===== config.mk =====
export PLATFORM = sky130hd
export DESIGN_NAME = gauss_rr_scheduler
export DESIGN_NICKNAME = d
export VERILOG_FILES = /design/src/rtl/gauss_pkg.sv /design/src/rtl/rr_arbiter.sv /design/src/rtl/gauss_rr_scheduler.sv
export SDC_FILE = /design/constraint.sdc
export NUM_CORES = 1
export LEC_CHECK = 0
export ABC_CLOCK_PERIOD_IN_PS = 6150
export CORE_MARGIN = 4
export CORE_UTILIZATION = 51
export CTS_CLUSTER_SIZE = 28
export DETAILED_ROUTE_END_ITERATION = 7
export HOLD_SLACK_MARGIN = 0.02
export PLACE_DENSITY = 0.7
export SETUP_SLACK_MARGIN = 0.1
export SYNTH_ARGS = -nofsm -noshare
export SYNTH_HDL_FRONTEND = slang
export SYNTH_HIERARCHICAL = 1
export SYNTH_SLANG_ARGS = --single-unit

===== constraint.sdc =====
create_clock -name clk -period 6.15 [get_ports clk]
set_clock_uncertainty 0.2 [all_clocks]
set_input_delay 1.23 -clock clk [delete_from_list [all_inputs] [get_ports clk]]
set_output_delay 1.23 -clock clk [all_outputs]
set_load 0.01 [all_outputs]

===== src/rtl/gauss_pkg.sv =====
// Shared definitions for the Gaussian sample scheduler and its arbiter.
package gauss_pkg;

    localparam int GAUSS_W = 32;

    // Ceiling log2, usable in constant expressions for widths.
    function automatic int clog2(input int value);
        int r;
        int v;
        r = 0;
        v = value - 1;
        while (v > 0) begin
            r++;
            v = v >> 1;
        end
        return r;
    endfunction

    typedef enum logic {WARMUP, RUN} sched_state_t;

endpackage


===== src/rtl/rr_arbiter.sv =====
// Round-robin arbiter: picks the first set request at or after the pointer,
// wrapping modulo N_REQ, and reports the pointer value that follows the winner.
module rr_arbiter
    import gauss_pkg::*;
#(
    parameter int N_REQ = 4,
    parameter int PW    = (N_REQ > 1) ? clog2(N_REQ) : 1
) (
    input  logic [N_REQ-1:0] req_i,
    input  logic [PW-1:0]    ptr_i,
    output logic [N_REQ-1:0] sel_o,
    output logic             found_o,
    output logic [PW-1:0]    next_ptr_o
);

    // Scan lanes in priority order starting from the pointer; first hit wins.
    always_comb begin
        sel_o      = '0;
        found_o    = 1'b0;
        next_ptr_o = ptr_i;
        for (int i = 0; i < N_REQ; i++) begin
            for (int j = 0; j < N_REQ; j++) begin
                if (!found_o && (j == (int'(ptr_i) + i) % N_REQ) && req_i[j]) begin
                    found_o    = 1'b1;
                    sel_o[j]   = 1'b1;
                    next_ptr_o = PW'((j + 1) % N_REQ);
                end
            end
        end
    end

endmodule


===== src/rtl/gauss_rr_scheduler.sv =====
// Gaussian sample scheduler: warms up the generator, tracks samples through
// the multiplier pipeline, buffers them and grants them round-robin.
// Optional statistics outputs (grant_count, starve) under GAUSS_STATS_EN.
module gauss_rr_scheduler
    import gauss_pkg::GAUSS_W, gauss_pkg::clog2, gauss_pkg::sched_state_t, gauss_pkg::RUN;
#(
    parameter int N_REQ   = 4,
    parameter int GEN_LAT = 2,
    parameter int WARMUP  = 64,
    parameter int DEPTH   = 8
) (
    input  logic               clk,
    input  logic               reset,
    output logic               gen_en,
    input  logic [GAUSS_W-1:0] gen_data,
    input  logic [N_REQ-1:0]   req,
    output logic [N_REQ-1:0]   gnt,
    output logic [GAUSS_W-1:0] out_data,
    output logic               out_valid,
    output logic               ready
`ifdef GAUSS_STATS_EN
    ,
    output logic [31:0]        grant_count,
    output logic [N_REQ-1:0]   starve
`endif
);

    localparam int AW = (DEPTH > 1) ? clog2(DEPTH) : 1;
    localparam int CW = clog2(DEPTH + 1);
    localparam int PW = (N_REQ > 1) ? clog2(N_REQ) : 1;
    localparam int WW = clog2(WARMUP + 1);

    sched_state_t       state_q, state_d;
    logic [WW-1:0]      warm_q, warm_d;
    logic [GEN_LAT-1:0] disc_q, disc_d;
    logic [GEN_LAT-1:0] keep_q, keep_d;
    logic               ready_q, ready_d;

    logic [GAUSS_W-1:0] mem_q [DEPTH];
    logic [AW-1:0]      wr_q, rd_q;
    logic [CW-1:0]      count_q;

    logic [PW-1:0]      ptr_q;
    logic [N_REQ-1:0]   gnt_q;
    logic               out_valid_q;
    logic [GAUSS_W-1:0] out_data_q;

    logic [N_REQ-1:0]   sel;
    logic               found;
    logic [PW-1:0]      next_ptr;
    logic               push, pop, credit_ok;
    int                 inflight;

    rr_arbiter #(.N_REQ(N_REQ), .PW(PW)) u_arb (
        .req_i      (req),
        .ptr_i      (ptr_q),
        .sel_o      (sel),
        .found_o    (found),
        .next_ptr_o (next_ptr)
    );

    assign push = keep_q[GEN_LAT-1];
    assign pop  = ready_q && (count_q != '0) && found;

    // Credits: buffered plus in-flight samples, less this cycle's pop, must leave room for one more.
    always_comb begin
        inflight = 0;
        for (int i = 0; i < GEN_LAT; i++) begin
            inflight = inflight + int'(keep_q[i]);
        end
        credit_ok = (int'(count_q) + inflight - int'(pop) + 1) <= DEPTH;
    end

    // Warm-up/run sequencing, generator enable and discard/keep tagging of launches.
    always_comb begin
        state_d = state_q;
        warm_d  = warm_q;
        gen_en  = 1'b0;
        case (state_q)
            gauss_pkg::WARMUP: begin
                gen_en = 1'b1;
                warm_d = warm_q + WW'(1);
                if (warm_q == WW'(WARMUP - 1)) begin
                    state_d = RUN;
                end
            end
            RUN: begin
                gen_en = ready_q && credit_ok;
            end
            default: begin
                state_d = gauss_pkg::WARMUP;
            end
        endcase
        if (reset) begin
            gen_en = 1'b0;
        end
        disc_d    = disc_q << 1;
        disc_d[0] = gen_en && (state_q == gauss_pkg::WARMUP);
        keep_d    = keep_q << 1;
        keep_d[0] = gen_en && (state_q == RUN);
        ready_d   = ready_q || ((state_q == RUN) && (disc_d == '0));
    end

    // Sequencer state, valid pipe and ready flag.
    always_ff @(posedge clk or posedge reset) begin
        if (reset) begin
            state_q <= gauss_pkg::WARMUP;
            warm_q  <= '0;
            disc_q  <= '0;
            keep_q  <= '0;
            ready_q <= 1'b0;
        end else begin
            state_q <= state_d;
            warm_q  <= warm_d;
            disc_q  <= disc_d;
            keep_q  <= keep_d;
            ready_q <= ready_d;
        end
    end

    // Sample storage; contents need no reset since count_q gates every read.
    always_ff @(posedge clk) begin
        if (push) begin
            mem_q[wr_q] <= gen_data;
        end
    end

    // FIFO pointers/count, round-robin pointer and registered grant outputs.
    always_ff @(posedge clk or posedge reset) begin
        if (reset) begin
            wr_q        <= '0;
            rd_q        <= '0;
            count_q     <= '0;
            ptr_q       <= '0;
            gnt_q       <= '0;
            out_valid_q <= 1'b0;
            out_data_q  <= '0;
        end else begin
            if (push) begin
                wr_q <= wr_q + AW'(1);
            end
            if (pop) begin
                rd_q        <= rd_q + AW'(1);
                ptr_q       <= next_ptr;
                gnt_q       <= sel;
                out_valid_q <= 1'b1;
                out_data_q  <= mem_q[rd_q];
            end else begin
                gnt_q       <= '0;
                out_valid_q <= 1'b0;
            end
            case ({push, pop})
                2'b10:   count_q <= count_q + CW'(1);
                2'b01:   count_q <= count_q - CW'(1);
                default: count_q <= count_q;
            endcase
        end
    end

    assert property (@(posedge clk) disable iff (reset)
        !(push && !pop && (count_q == CW'(DEPTH))));

    assign gnt       = gnt_q;
    assign out_valid = out_valid_q;
    assign out_data  = out_data_q;
    assign ready     = ready_q;

`ifdef GAUSS_STATS_EN
    localparam int STARVE_LIM = 4 * N_REQ;
    localparam int SW         = clog2(STARVE_LIM + 1);

    logic [31:0]      grant_count_q;
    logic [SW-1:0]    wait_q [N_REQ];
    logic [N_REQ-1:0] starve_q;

    // Total grants and per-lane consecutive-wait tracking with sticky starve flags.
    always_ff @(posedge clk or posedge reset) begin
        if (reset) begin
            grant_count_q <= '0;
            starve_q      <= '0;
            for (int i = 0; i < N_REQ; i++) begin
                wait_q[i] <= '0;
            end
        end else begin
            if (pop) begin
                grant_count_q <= grant_count_q + 32'd1;
            end
            for (int i = 0; i < N_REQ; i++) begin
                if (req[i] && !(pop && sel[i])) begin
                    if (wait_q[i] == SW'(STARVE_LIM)) begin
                        starve_q[i] <= 1'b1;
                    end else begin
                        wait_q[i] <= wait_q[i] + SW'(1);
                    end
                end else begin
                    wait_q[i] <= '0;
                end
            end
        end
    end

    assign grant_count = grant_count_q;
    assign starve      = starve_q;
`endif

endmodule

==> impl_metrics.csv <==
group,metric,value,unit
run_status,status,"finished, final reports clean",
cts,htree_levels,1,
sta,fin_ws,0.436,ns
critical_path,crit_fanout,3,
critical_path,path_cells,"clkdlybuf4s50_1 > nor2_1 > nand2_1 > o311ai_4 > inv_2 > ha_1 > fa_1 > fa_1 > nor2b_1 > or4b_4 > a32oi_1 > o311a_1 > clkdlybuf4s50_1",
floorplan,io_pins,77,
placed_design,place.gp.congestion,0.786,
critical_path,critPathKind,"in2out",
critical_path,crit-reg2reg-launch,"count_q[3]$_DFFE_PP0N_",
final_layout,fin_area,0.0148,mm^2
critical_path,rr_worst_depth,12,
hold_path,holdPathEnd,"keep_q[1]$_DFF_PP0_",
final_layout,final_cell_mix,"edfxtp_1 (256), mux2i_1 (129), nand2_1 (81)",
critical_path,cpLargestDelayFamily,"adder cells",
route,drt_iter0_drc,487,
yosys,synth_top_cell_area_share,61.2,%
critical_path,r2r_slack,2.95,ns
final_layout,n_antenna_cell,0,
hold_path,hold_start,"keep_q[0]$_DFF_PP0_",
sta,fin_tns_setup,0,ns
yosys,syn_nets,842,
hold_path,hp-class,"reg2reg",
cts,clockBufferDepth,3,
placed_design,place_worst_setup_slack,0.287,ns
power,p_per_area,291,mW/mm^2
yosys,synth-edff-count,256,
global_routing,grt_antenna_before_repair,1,
yosys,synth_top_family_by_area,"multiplexers",
floorplan,chipHeight,165,um
yosys,synthTopCellsByArea,"edfxtp_1 (61%), dfrtp_1 (12%), mux2i_1 (10%), a22oi_1 (3.8%), nand2_1 (2.4%)",
power,power.leakage,5.16,nW
yosys,synth_fa_ha_area_share,1.57,%
floorplan,start_util,51.8,%
cts,cts_tree,"done",
sta,max_freq,175,MHz
final_layout,area_growth,17.8,%
critical_path,slowest_stage,"clkdlybuf4s50_1",
final_layout,nNetsFinal,924,
route,viasPerCell,5.60,
yosys,synth_compound_area_share,5.58,%
yosys,yosysSeqAreaShare,73.4,%
route,drc,0,
yosys,ys_seq_elements,317,
power,p_seq_share,53.9,%
critical_path,cp-end-kind,"output port",
final_layout,layout-drive-gt1-share,10.3,%
critical_path,cp.arrival,4.28,ns
critical_path,critPathLaunchType,"primary input",
cts,cts_made_buffers,31,
sta,setup_violations,0,
sta,fin_hold_ws,0.203,ns
power,comb_power_share,1.4,%
sta,tightest_slew,1.14,ns
cts,clockRootBuffer,"clkbuf_16",
yosys,synthSimpleGateAreaFrac,6.15,%
yosys,synth_async_sr_flop_share,19.2,%
cts,cts.clk_slew.worst_paths,0.06,ns
cts,holdBufCountCts,0,
sta,hold_viol,0,
hold_path,hold_depth,0,
floorplan,die_area,0.0272,mm^2
cts,cts_sinks,317,
yosys,synth_area,0.0126,mm^2
sta,finalCriticalPeriod,5.71,ns
final_layout,seq_area,0.00922,mm^2
power,p_int,3.48,mW
critical_path,r2r-end,"keep_q[0]$_DFF_PP0_",
route,avgRoutedWirePerCell,20.3,um
flow_run,drv_cap,0,
yosys,syn-instance-count,790,
critical_path,max_stage_delay,0.48,ns
critical_path,critPathRequiredTime,4.72,ns
sta,final_max_slew_viol_count,0,
power,finalPower,4.30,mW
yosys,yosysTopAreaCell,"edfxtp_1",
final_layout,final_common_cell,"edfxtp_1",
global_routing,grt_pass1_vias,6798,
power,irDropWorstVdd,0.215,mV
yosys,ys.flop_type,"edfxtp_1",
route,ant_nets,0,
yosys,synth_cell_types,46,
placed_design,hpwl,13.0,mm
route,wl,24.7,mm
power,p_sw_share,19.2,%
final_layout,finalNonFillerCells,1221,
power,p_switching,0.825,mW
route,dr.pass1.iters,5,
yosys,synthXorXnorAreaFrac,0.907,%
power,power_frac_clock,44.7,%
placed_design,placed_cells,1163,
floorplan,die_x,165,um
sta,relSlewSlack,23.6,%
final_layout,final_util,61.0,%
floorplan,rows,57,
sta,period_share,92.9,%
sta,grt_setup_unrepaired,"false",
global_routing,grt_pass1_wl,38.5,mm
cts,insertion_delay,0.56,ns
final_layout,fillers,1818,
floorplan,coreArea,0.0242,mm^2
yosys,muxShareOfSynthArea,10.5,%
yosys,syn_area_per_cell,15.9,um^2
placed_design,io_buffers,76,
route,vias,6842,
global_routing,grt_max_degree,70,
global_routing,overflow,0,
critical_path,cp.buffers_inverters,3,
yosys,synth_warnings,6,
placed_design,dpl_cell_area,0.0137,mm^2
final_layout,multi_input_area,0.00318,mm^2
global_routing,grt_usage,18.5,%
[worst max path at each step]
stage,from,endpoint,slack (ns),cells after the start
after CTS,req[1],gen_en,0.27,13
after global placement,req[1],gen_en,0.30,13
after floorplan,req[2],gen_en,0.96,13
final,req[2],gen_en,0.44,13
after global routing,req[2],gen_en,0.21,13
after detailed placement,req[1],gen_en,0.29,13
[sequential cells by signal (all words and copies together) (netlist names)]
name,flops
ptr_q,2
count_q,4
ready,1
state_q,1
wr_q,3
mem_q,256
out_valid,1
keep_q,2
rd_q,3
gnt,4
out_data,32
warm_q,7
disc_q,1
[synth_stat cells, types with 6 or more instances]
cell type	count
mux2i_1	129
dfrtp_1	61
xnor2_1	8
edfxtp_1	256
nand2_1	81
buf_2	9
a21oi_1	6
inv_1	12
a22oi_1	64
buf_4	6
nor2_1	19
nand2b_1	6
nand3_1	37
clkbuf_1	25
ha_1	11
[cell type report]
type,instances,area share [%]
multi-input combinational,418,21.5
clock inverter,20,1.50
tap,324,2.74
sequential,317,62.3
timing repair buffer,90,5.99
inverter,14,0.355
clock buffer,38,5.62
[repair_timing]
item | 4_1_cts | 5_1_grt
endpoints found under the setup margin | 0 | 1
resized for setup | 0 | 4
setup buffers | 0 | 0
[cells by family (layout without fill, tap and decap cells)]
group | after synthesis | after routing
buffers and inverters | 55 | 162
muxes | 131 | 131
and+or+nand+nor | 168 | 168
adders and majority gates | 14 | 14
AOI/OAI and AO/OA | 92 | 92
DFF | 317 | 317
xor gates and xnor gates | 13 | 13
[per-layer routing]
layer | routed length, um | global-route usage, %
met1 | 11000 | 26.6
met2 | 11700 | 29.9
met3 | 1540 | 3.09
met4 | 488 | 4.57
met5 | 11 | 0
[power groups by stage]
| stage | sequential, mW | clock [mW] | combinational [mW] |
|---|---|---|---|
| after floorplan | 2.37 | 0 | 0.0130 |
| after global placement | 2.36 | 0 | 0.0602 |
| after detailed placement | 2.36 | 0 | 0.0623 |
| after CTS | 2.32 | 1.96 | 0.0626 |
| after global routing | 2.32 | 2.04 | 0.0682 |
| final | 2.32 | 1.92 | 0.0618 |
(Power assumes the default switching activity.)
